`config.mk`:
```
export PLATFORM = sky130hd
export DESIGN_NAME = fnd_capture
export DESIGN_NICKNAME = d
export VERILOG_FILES = /design/src/rtl/fnd_pkg.sv /design/src/rtl/fnd_font_decoder.sv /design/src/rtl/fnd_capture.sv
export SDC_FILE = /design/constraint.sdc
export NUM_CORES = 1
export LEC_CHECK = 0
export CAP_MARGIN = 25
export CORE_MARGIN = 2
export CORE_UTILIZATION = 55
export CTS_CLUSTER_DIAMETER = 40
export DETAILED_ROUTE_END_ITERATION = 10
export PLACE_DENSITY = 0.77
export SLEW_MARGIN = 20
export SYNTH_ARGS = -nofsm -noshare
export SYNTH_HDL_FRONTEND = slang
export SYNTH_SLANG_ARGS = --single-unit
```
`constraint.sdc`:
```
create_clock -name i_clk -period 4.5 [get_ports i_clk]
set_input_delay 0.45 -clock i_clk [delete_from_list [all_inputs] [get_ports i_clk]]
set_output_delay 0.45 -clock i_clk [all_outputs]
set_load 0.05 [all_outputs]
```
`src/rtl/fnd_pkg.sv`:
```
`timescale 1ns/1ps
`default_nettype none
// +--------------------------------------------------------------------------+
// | Package     : fnd_pkg                                                    |
// | Description : Shared definitions for the 4-digit FND display bus:        |
// |               segment glyphs (active-low {g,f,e,d,c,b,a}), digit-select  |
// |               codes (active-low one-hot) and value reassembly helpers.   |
// |               Imported by both the display controller and the capture    |
// |               block so the glyph tables cannot diverge.                  |
// | Revision    : 1.0 - initial release                                      |
// +--------------------------------------------------------------------------+
package fnd_pkg;

  localparam int DIGIT_W    = 4;
  localparam int VALUE_W    = 14;
  localparam int NUM_DIGITS = 4;

  // Segment glyphs on font[6:0], active-low.
  localparam logic [6:0] FONT_0 = 7'h40;
  localparam logic [6:0] FONT_1 = 7'h79;
  localparam logic [6:0] FONT_2 = 7'h24;
  localparam logic [6:0] FONT_3 = 7'h30;
  localparam logic [6:0] FONT_4 = 7'h19;
  localparam logic [6:0] FONT_5 = 7'h12;
  localparam logic [6:0] FONT_6 = 7'h02;
  localparam logic [6:0] FONT_7 = 7'h78;
  localparam logic [6:0] FONT_8 = 7'h00;
  localparam logic [6:0] FONT_9 = 7'h10;

  // Digit selects, active-low; DIG0 = ones ... DIG3 = thousands.
  localparam logic [3:0] SEL_DIG0  = 4'b1110;
  localparam logic [3:0] SEL_DIG1  = 4'b1101;
  localparam logic [3:0] SEL_DIG2  = 4'b1011;
  localparam logic [3:0] SEL_DIG3  = 4'b0111;
  localparam logic [3:0] SEL_BLANK = 4'b1111;

  typedef enum logic [1:0] {
    SEL_IS_BLANK = 2'd0,
    SEL_IS_DIGIT = 2'd1,
    SEL_IS_BAD   = 2'd2
  } sel_kind_e;

  function automatic sel_kind_e sel_kind(input logic [3:0] sel);
    case (sel)
      SEL_BLANK:                               return SEL_IS_BLANK;
      SEL_DIG0, SEL_DIG1, SEL_DIG2, SEL_DIG3:  return SEL_IS_DIGIT;
      default:                                 return SEL_IS_BAD;
    endcase
  endfunction

  // Only meaningful when sel_kind() reports SEL_IS_DIGIT.
  function automatic logic [1:0] sel_index(input logic [3:0] sel);
    case (sel)
      SEL_DIG1: return 2'd1;
      SEL_DIG2: return 2'd2;
      SEL_DIG3: return 2'd3;
      default:  return 2'd0;
    endcase
  endfunction

  // Digits are always 0..9 here, so the sum stays within 9999.
  function automatic logic [VALUE_W-1:0] bcd_to_bin(
    input logic [NUM_DIGITS-1:0][DIGIT_W-1:0] d
  );
    return VALUE_W'(d[3]) * VALUE_W'(1000) +
           VALUE_W'(d[2]) * VALUE_W'(100)  +
           VALUE_W'(d[1]) * VALUE_W'(10)   +
           VALUE_W'(d[0]);
  endfunction

endpackage
`default_nettype wire

```
`src/rtl/fnd_font_decoder.sv`:
```
`timescale 1ns/1ps
`default_nettype none
// +--------------------------------------------------------------------------+
// | Module      : fnd_font_decoder                                           |
// | Description : Combinational 7-segment glyph to BCD digit decoder.        |
// | Ports       : i_font  [6:0]  active-low segments {g,f,e,d,c,b,a}         |
// |               o_valid        glyph is one of the ten digit shapes        |
// |               o_digit [3:0]  decoded digit (0 when not valid)            |
// | Revision    : 1.0 - initial release                                      |
// +--------------------------------------------------------------------------+
module fnd_font_decoder
  import fnd_pkg::*;
(
  input  logic [6:0]         i_font,
  output logic               o_valid,
  output logic [DIGIT_W-1:0] o_digit
);

  always_comb begin
    o_valid = 1'b1;
    o_digit = '0;
    case (i_font)
      FONT_0:  o_digit = DIGIT_W'(0);
      FONT_1:  o_digit = DIGIT_W'(1);
      FONT_2:  o_digit = DIGIT_W'(2);
      FONT_3:  o_digit = DIGIT_W'(3);
      FONT_4:  o_digit = DIGIT_W'(4);
      FONT_5:  o_digit = DIGIT_W'(5);
      FONT_6:  o_digit = DIGIT_W'(6);
      FONT_7:  o_digit = DIGIT_W'(7);
      FONT_8:  o_digit = DIGIT_W'(8);
      FONT_9:  o_digit = DIGIT_W'(9);
      default: o_valid = 1'b0;
    endcase
  end

endmodule
`default_nettype wire

```
`src/rtl/fnd_capture.sv`:
```
`timescale 1ns/1ps
`default_nettype none
// +--------------------------------------------------------------------------+
// | Module      : fnd_capture                                                |
// | Description : Passive monitor of the multiplexed 4-digit FND bus.        |
// |               Captures each digit once it has settled, and when all four |
// |               digits have been seen reports the reassembled decimal      |
// |               value, an error flag for the frame, and a stall flag when  |
// |               the bus stops producing captures.                          |
// | Ports       : i_clk               system clock                           |
// |               i_reset             asynchronous reset, active low         |
// |               i_fndSelect [3:0]   digit select, active-low one-hot       |
// |               i_fndFont   [7:0]   segments {dp,g,f,e,d,c,b,a}, active-low|
// |               o_value     [13:0]  last reassembled value                 |
// |               o_valid             one-cycle pulse on value/error update  |
// |               o_error             error status of the reported frame     |
// |               o_stall             no capture for TIMEOUT_CYCLES          |
// | Revision    : 1.0 - initial release                                      |
// +--------------------------------------------------------------------------+
module fnd_capture
  import fnd_pkg::*;
#(
  parameter int SETTLE_CYCLES  = 16,
  parameter int TIMEOUT_CYCLES = 1_000_000
) (
  input  logic               i_clk,
  input  logic               i_reset,
  input  logic [3:0]         i_fndSelect,
  input  logic [7:0]         i_fndFont,
  output logic [VALUE_W-1:0] o_value,
  output logic               o_valid,
  output logic               o_error,
  output logic               o_stall
);

  localparam int c_STAB_W = $clog2(SETTLE_CYCLES + 1);
  localparam int c_IDLE_W = $clog2(TIMEOUT_CYCLES + 1);

  localparam logic [c_STAB_W-1:0] c_STAB_MAX = c_STAB_W'(SETTLE_CYCLES);
  // The counter sits at SETTLE-2 in the cycle where it is about to reach
  // SETTLE-1, i.e. the inputs have been steady for SETTLE cycles.
  localparam logic [c_STAB_W-1:0] c_STAB_HIT = c_STAB_W'(SETTLE_CYCLES - 2);
  localparam logic [c_IDLE_W-1:0] c_IDLE_MAX = c_IDLE_W'(TIMEOUT_CYCLES);

  // Input stage and one-cycle-delayed copy for change detection.
  logic [3:0]          r_sel;
  logic [7:0]          r_font;
  logic [3:0]          r_prev_sel;
  logic [7:0]          r_prev_font;
  logic [c_STAB_W-1:0] r_stab;
  logic [c_IDLE_W-1:0] r_idle;

  // Frame assembly state.
  logic [NUM_DIGITS-1:0]              r_seen;
  logic [NUM_DIGITS-1:0][DIGIT_W-1:0] r_digit;
  logic                               r_frame_err;
  logic                               r_pend;
  logic                               r_pend_err;

  // Output registers.
  logic [VALUE_W-1:0] r_value;
  logic               r_valid;
  logic               r_error;
  logic               r_stall;

  logic                               w_same;
  logic                               w_capture;
  logic                               w_active_cap;
  logic                               w_timeout;
  sel_kind_e                          w_kind;
  logic [1:0]                         w_idx;
  logic                               w_glyph_ok;
  logic [DIGIT_W-1:0]                 w_glyph_digit;
  logic [c_STAB_W-1:0]                w_stab_next;
  logic [c_IDLE_W-1:0]                w_idle_next;
  logic [NUM_DIGITS-1:0]              w_seen_next;
  logic [NUM_DIGITS-1:0][DIGIT_W-1:0] w_digit_next;
  logic                               w_err_next;
  logic                               w_done;
  logic                               w_done_err;

  fnd_font_decoder u_font_decoder (
    .i_font  (r_font[6:0]),
    .o_valid (w_glyph_ok),
    .o_digit (w_glyph_digit)
  );

  assign w_same = (r_sel == r_prev_sel) && (r_font == r_prev_font);

  // The counter passes through c_STAB_HIT only once per dwell before it
  // saturates above it, so each dwell yields at most one capture.
  assign w_capture = w_same && (r_stab == c_STAB_HIT);
  assign w_kind    = sel_kind(r_sel);
  assign w_idx     = sel_index(r_sel);

  // Blank captures are ignored entirely and do not restart the idle timer.
  assign w_active_cap = w_capture && (w_kind != SEL_IS_BLANK);

  always_comb begin
    w_stab_next = r_stab;
    if (!w_same) begin
      w_stab_next = '0;
    end else if (r_stab != c_STAB_MAX) begin
      w_stab_next = r_stab + c_STAB_W'(1);
    end
  end

  always_comb begin
    w_idle_next = r_idle;
    if (w_active_cap) begin
      w_idle_next = '0;
    end else if (r_idle != c_IDLE_MAX) begin
      w_idle_next = r_idle + c_IDLE_W'(1);
    end
  end

  assign w_timeout = !w_active_cap && (w_idle_next == c_IDLE_MAX);

  always_comb begin
    w_seen_next  = r_seen;
    w_digit_next = r_digit;
    w_err_next   = r_frame_err;
    w_done       = 1'b0;
    w_done_err   = 1'b0;
    if (w_timeout) begin
      // A stalled bus abandons whatever partial frame was collected.
      w_seen_next = '0;
      w_err_next  = 1'b0;
    end else if (w_capture) begin
      case (w_kind)
        SEL_IS_DIGIT: begin
          w_digit_next[w_idx] = w_glyph_ok ? w_glyph_digit : '0;
          w_err_next          = r_frame_err | ~w_glyph_ok;
          w_seen_next         = r_seen | (NUM_DIGITS'(1) << w_idx);
          if (w_seen_next == '1) begin
            w_done      = 1'b1;
            w_done_err  = w_err_next;
            w_seen_next = '0;
            w_err_next  = 1'b0;
          end
        end
        SEL_IS_BAD: begin
          w_err_next = 1'b1;
        end
        default: begin
        end
      endcase
    end
  end

  always_ff @(posedge i_clk or negedge i_reset) begin
    if (!i_reset) begin
      r_sel       <= SEL_BLANK;
      r_font      <= 8'hFF;
      r_prev_sel  <= SEL_BLANK;
      r_prev_font <= 8'hFF;
      r_stab      <= '0;
      r_idle      <= '0;
      r_seen      <= '0;
      r_digit     <= '0;
      r_frame_err <= 1'b0;
      r_pend      <= 1'b0;
      r_pend_err  <= 1'b0;
      r_value     <= '0;
      r_valid     <= 1'b0;
      r_error     <= 1'b0;
      r_stall     <= 1'b0;
    end else begin
      r_sel       <= i_fndSelect;
      r_font      <= i_fndFont;
      r_prev_sel  <= r_sel;
      r_prev_font <= r_font;
      r_stab      <= w_stab_next;
      r_idle      <= w_idle_next;
      r_seen      <= w_seen_next;
      r_digit     <= w_digit_next;
      r_frame_err <= w_err_next;
      r_pend      <= w_done;
      r_pend_err  <= w_done_err;
      // Digits cannot change in the cycle after completion (next capture is
      // at least SETTLE cycles away), so the sum is taken one cycle later.
      r_valid     <= r_pend;
      if (r_pend) begin
        r_value <= bcd_to_bin(r_digit);
        r_error <= r_pend_err;
      end
      if (w_active_cap) begin
        r_stall <= 1'b0;
      end else if (w_idle_next == c_IDLE_MAX) begin
        r_stall <= 1'b1;
      end
    end
  end

  assign o_value = r_value;
  assign o_valid = r_valid;
  assign o_error = r_error;
  assign o_stall = r_stall;

endmodule
`default_nettype wire
```
==> results of run 1 <==
==> through the flow <==
| stage | util | total power (µW) | TNS (ns) |
|---|---|---|---|
| 2_1_floorplan | - | 875 | 0 |
| 3_3_place_gp | 0.603 | 904 | 0 |
| 3_5_place_dp | 0.603 | 906 | 0 |
| 4_1_cts | 0.625 | 1530 | 0 |
| 5_1_grt | 0.629 | 1580 | -0.000846 |
| 6_report | 0.629 | 1520 | 0 |
==> sequential cells by signal, indices dropped and copies added, names as in the netlist, 4 cells and up <==
register and count:
r_font 8, r_seen 4, r_digit 16, r_sel 4, o_value 14, r_prev_sel 4
r_idle 20, r_prev_font 8, r_stab 5
==> cells in the final DEF, fill, tap and decap left out, types with 8 or more instances in the layout <==
cell type	instances
dfrtp_1	63
ha_1	53
inv_1	50
nor2_1	42
xnor2_1	36
clkdlybuf4s50_1	29
nand2_1	25
dfstp_2	24
mux2_2	20
o21ai_0	16
fa_1	16
a21oi_1	14
nand3_1	13
nor2b_1	11
nor3_1	10
xor2_1	10
clkbuf_8	10
nand4_1	9
or3_1	8
==> cell families after synthesis <==
family / after synthesis / synth area share
and+or+nand+nor: 166 / 0.173
DFF: 89 / 0.380
AOI/OAI and AO/OA: 83 / 0.0954
adders and majority gates: 73 / 0.175
buffers and inverters: 66 / 0.0537
xor gates and xnor gates: 46 / 0.0678
muxes: 30 / 0.0558
==> worst max-delay path by stage <==
stage	to	depth (start not counted)	slack (ns)	from
global placement	o_value[13]	15	0.17	r_digit[14]
global route	o_value[13]	15	-0.0008	r_digit[13]
detailed placement	o_value[13]	15	0.01	r_digit[13]
CTS	o_value[13]	15	0.04	r_digit[13]
finish	o_value[13]	15	0.19	r_digit[13]
floorplan	o_value[13]	15	0.32	r_digit[14]
==> power groups by stage <==
stage	sequential (µW)	clock [µW]	combinational [µW]
finish	836	626	55.8
global route	838	677	62.3
CTS	836	640	57.4
detailed placement	850	0	55.9
global placement	849	0	54.4
floorplan	842	0	32.6
==> metal layers <==
layer / wire length (µm) / GRT usage / share of wire
met1: 4980 / 0.264 / 0.45
met2: 5520 / 0.348 / 0.50
met3: 396 / 0.0410 / 0.036
met4: 233 / 0.0870 / 0.021
met5: 0 / 0 / 0
==> final cells by class <==
type | count | share of cell area
multi-input cells | 398 | 0.519
flip-flops and latches | 89 | 0.345
repair buffers | 31 | 0.0466
inverters | 50 | 0.0287
well taps | 136 | 0.0260
clock buffers | 11 | 0.0216
clock inverters | 5 | 0.0130
==> run_results.csv, run 1 <==
group,metric,value,unit
timing,final.setup.worst_slack,0.195,ns
worst_setup_path,critPathMaxStageDelay,0.62,ns
global_routing,antenna_found_initial,0,
global_routing,grt_pass1_vias,4227,
global_routing,grt_pass1_wl,19300,µm
worst_setup_path,cp_max_fo,6,
worst_setup_path,cp_num_buf_inv,2,
logic_synthesis,syn_area,5940,µm²
die,die_area,11700,µm²
cells_and_area,synthToLayoutAreaGrowth,10.2,%
logic_synthesis,synth_top_cell_by_area,"dfrtp_1",
logic_synthesis,yosysWarningCount,0,
logic_synthesis,syn_avg_cell_area,10.7,µm²
worst_setup_path,r2r_cells,15,
detailed_routing,drt-total-wl,11100,µm
clock_tree,cts_setup_buffers,0,
placed_design,io_buffers,30,
power,irDropWorstVdd,0.227,mV
timing,finalCritPeriodShare,0.957,
placed_design,hpwl,8240,µm
logic_synthesis,ys_ff_latch,89,
timing,drv_slew,0,
logic_synthesis,synthTopCellsByCount,"dfrtp_1, ha_1, inv_1",
cells_and_area,antenna_cells,0,
cells_and_area,fin_cells,720,
logic_synthesis,ys_types,74,
clock_tree,htree_levels,3,
placed_design,routabilityCongestion,0.839,
timing,tightestPinTransition,0.944,ns
cells_and_area,multi_input_area,3400,µm²
die,die_h,108,µm
global_routing,grt.total_usage,0.208,
timing,rsz0062_at_grt,"true",
timing,hold_viol,0,
placed_design,place_ws,0.0106,ns
clock_tree,hold_buffers,0,
die,die_x,108,µm
power,clkPwrFrac,0.412,
worst_setup_path,required,4.78,ns
detailed_routing,drt-initial-drc-count,158,
clock_tree,cts_tree,"built",
placed_design,dpl.cell_count,704,
worst_setup_path,reg2reg_slack,0.19,ns
clock_tree,clock_path_buffers,2,
cells_and_area,regArea,2260,µm²
clock_tree,cts.repair.resized,1,
timing,fin_crit,4.31,ns
worst_setup_path,cp-end-kind,"flop",
timing,hold_ws,0.0356,ns
worst_hold_path,min_path_type,"input pin to asynchronous set/reset pin",
power,switchingPower,341,µW
worst_setup_path,critPathTopFamily,"adder cells",
placed_design,placed_cell_area,6290,µm²
logic_synthesis,netlist_instances,553,
power,seq_power_share,0.551,
worst_setup_path,worst_r2r_endpoint,"o_value[13]",
cells_and_area,drive_gt1_frac,0.159,
global_routing,grt_overflow,0,
worst_setup_path,rr_startpoint,"r_digit[13]",
clock_tree,clk_latency,0.37,ns
power,combinationalPowerShare,0.037,
cells_and_area,fillCellCount,842,
detailed_routing,antenna_left,0,
timing,slew_headroom,0.369,
logic_synthesis,synth.top_cells.by_area,"dfrtp_1, ha_1, dfstp_2",
clock_tree,cts_buffers,9,
logic_synthesis,synth-main-ff-cell,"dfrtp_1",
power,p_leak,0.00305,µW
worst_setup_path,crit_type,"flop to flop",
logic_synthesis,synthArstFlopShare,1.00,
die,std_cell_rows,37,
power,p_int,1180,µW
detailed_routing,avgRoutedWirePerCell,15.5,µm
logic_synthesis,synth-seq-area-share,0.380,
power,p_sw_frac,0.225,
detailed_routing,drc,0,
detailed_routing,vias_per_cell,5.80,
worst_setup_path,critPathArrivalTime,4.59,ns
cells_and_area,final_nets,665,
clock_tree,root_buffer,"clkbuf_8",
status,outcome,"completed",
worst_setup_path,worstSetupStartpointType,"flop",
detailed_routing,drtPass1Iterations,4,
global_routing,grt_max_degree,51,
timing,setup_viol,0,
die,initial_core_util,0.570,
die,num_io_pins,31,
clock_tree,clock_sinks,89,
cells_and_area,final_area,6550,µm²
timing,fmax,0.232,GHz
timing,skew,0.00506,ns
logic_synthesis,synthDominantCellAreaShare,0.274,
power,power_density,232,nW/µm²
die,core_area,10400,µm²
detailed_routing,vias,4173,
logic_synthesis,synth.most_common_cell,"dfrtp_1",
job,maxCapViolCount,0,
worst_setup_path,crit_top_cell,"ha_1",
logic_synthesis,synth_nets,639,
clock_tree,cts.clk_slew.worst_paths,0.09,ns
worst_setup_path,cp_cell_sequence,"fa_2, inv_1, fa_1, inv_1, ha_1, nand2_1, o21ai_2, a21oi_1, ha_1, ha_1, ha_2, a21oi_2, a21oi_1, or4_1, o221ai_1",
worst_setup_path,slowest_stage,"fa_2",
logic_synthesis,synth_edf_count,0,
(Power assumes the default switching activity.)
==> inputs of run 2 (changes only) <==
--- a/config.mk
+++ b/config.mk
@@ -5,7 +5,6 @@
 export SDC_FILE = /design/constraint.sdc
 export NUM_CORES = 1
 export LEC_CHECK = 0
-export CAP_MARGIN = 25
 export CORE_MARGIN = 2
 export CORE_UTILIZATION = 55
 export CTS_CLUSTER_DIAMETER = 40
==> results of run 2 <==
The final DEF is identical to that of run 1; final timing and power are the same.
==> inputs of run 3 (changes only) <==
--- a/config.mk
+++ b/config.mk
@@ -8,6 +8,7 @@
 export CORE_MARGIN = 2
 export CORE_UTILIZATION = 55
 export CTS_CLUSTER_DIAMETER = 40
+export CTS_CLUSTER_SIZE = 12
 export DETAILED_ROUTE_END_ITERATION = 10
 export PLACE_DENSITY = 0.77
 export SLEW_MARGIN = 20
==> results of run 3 <==
The final DEF is identical to that of run 1; final timing and power are the same.
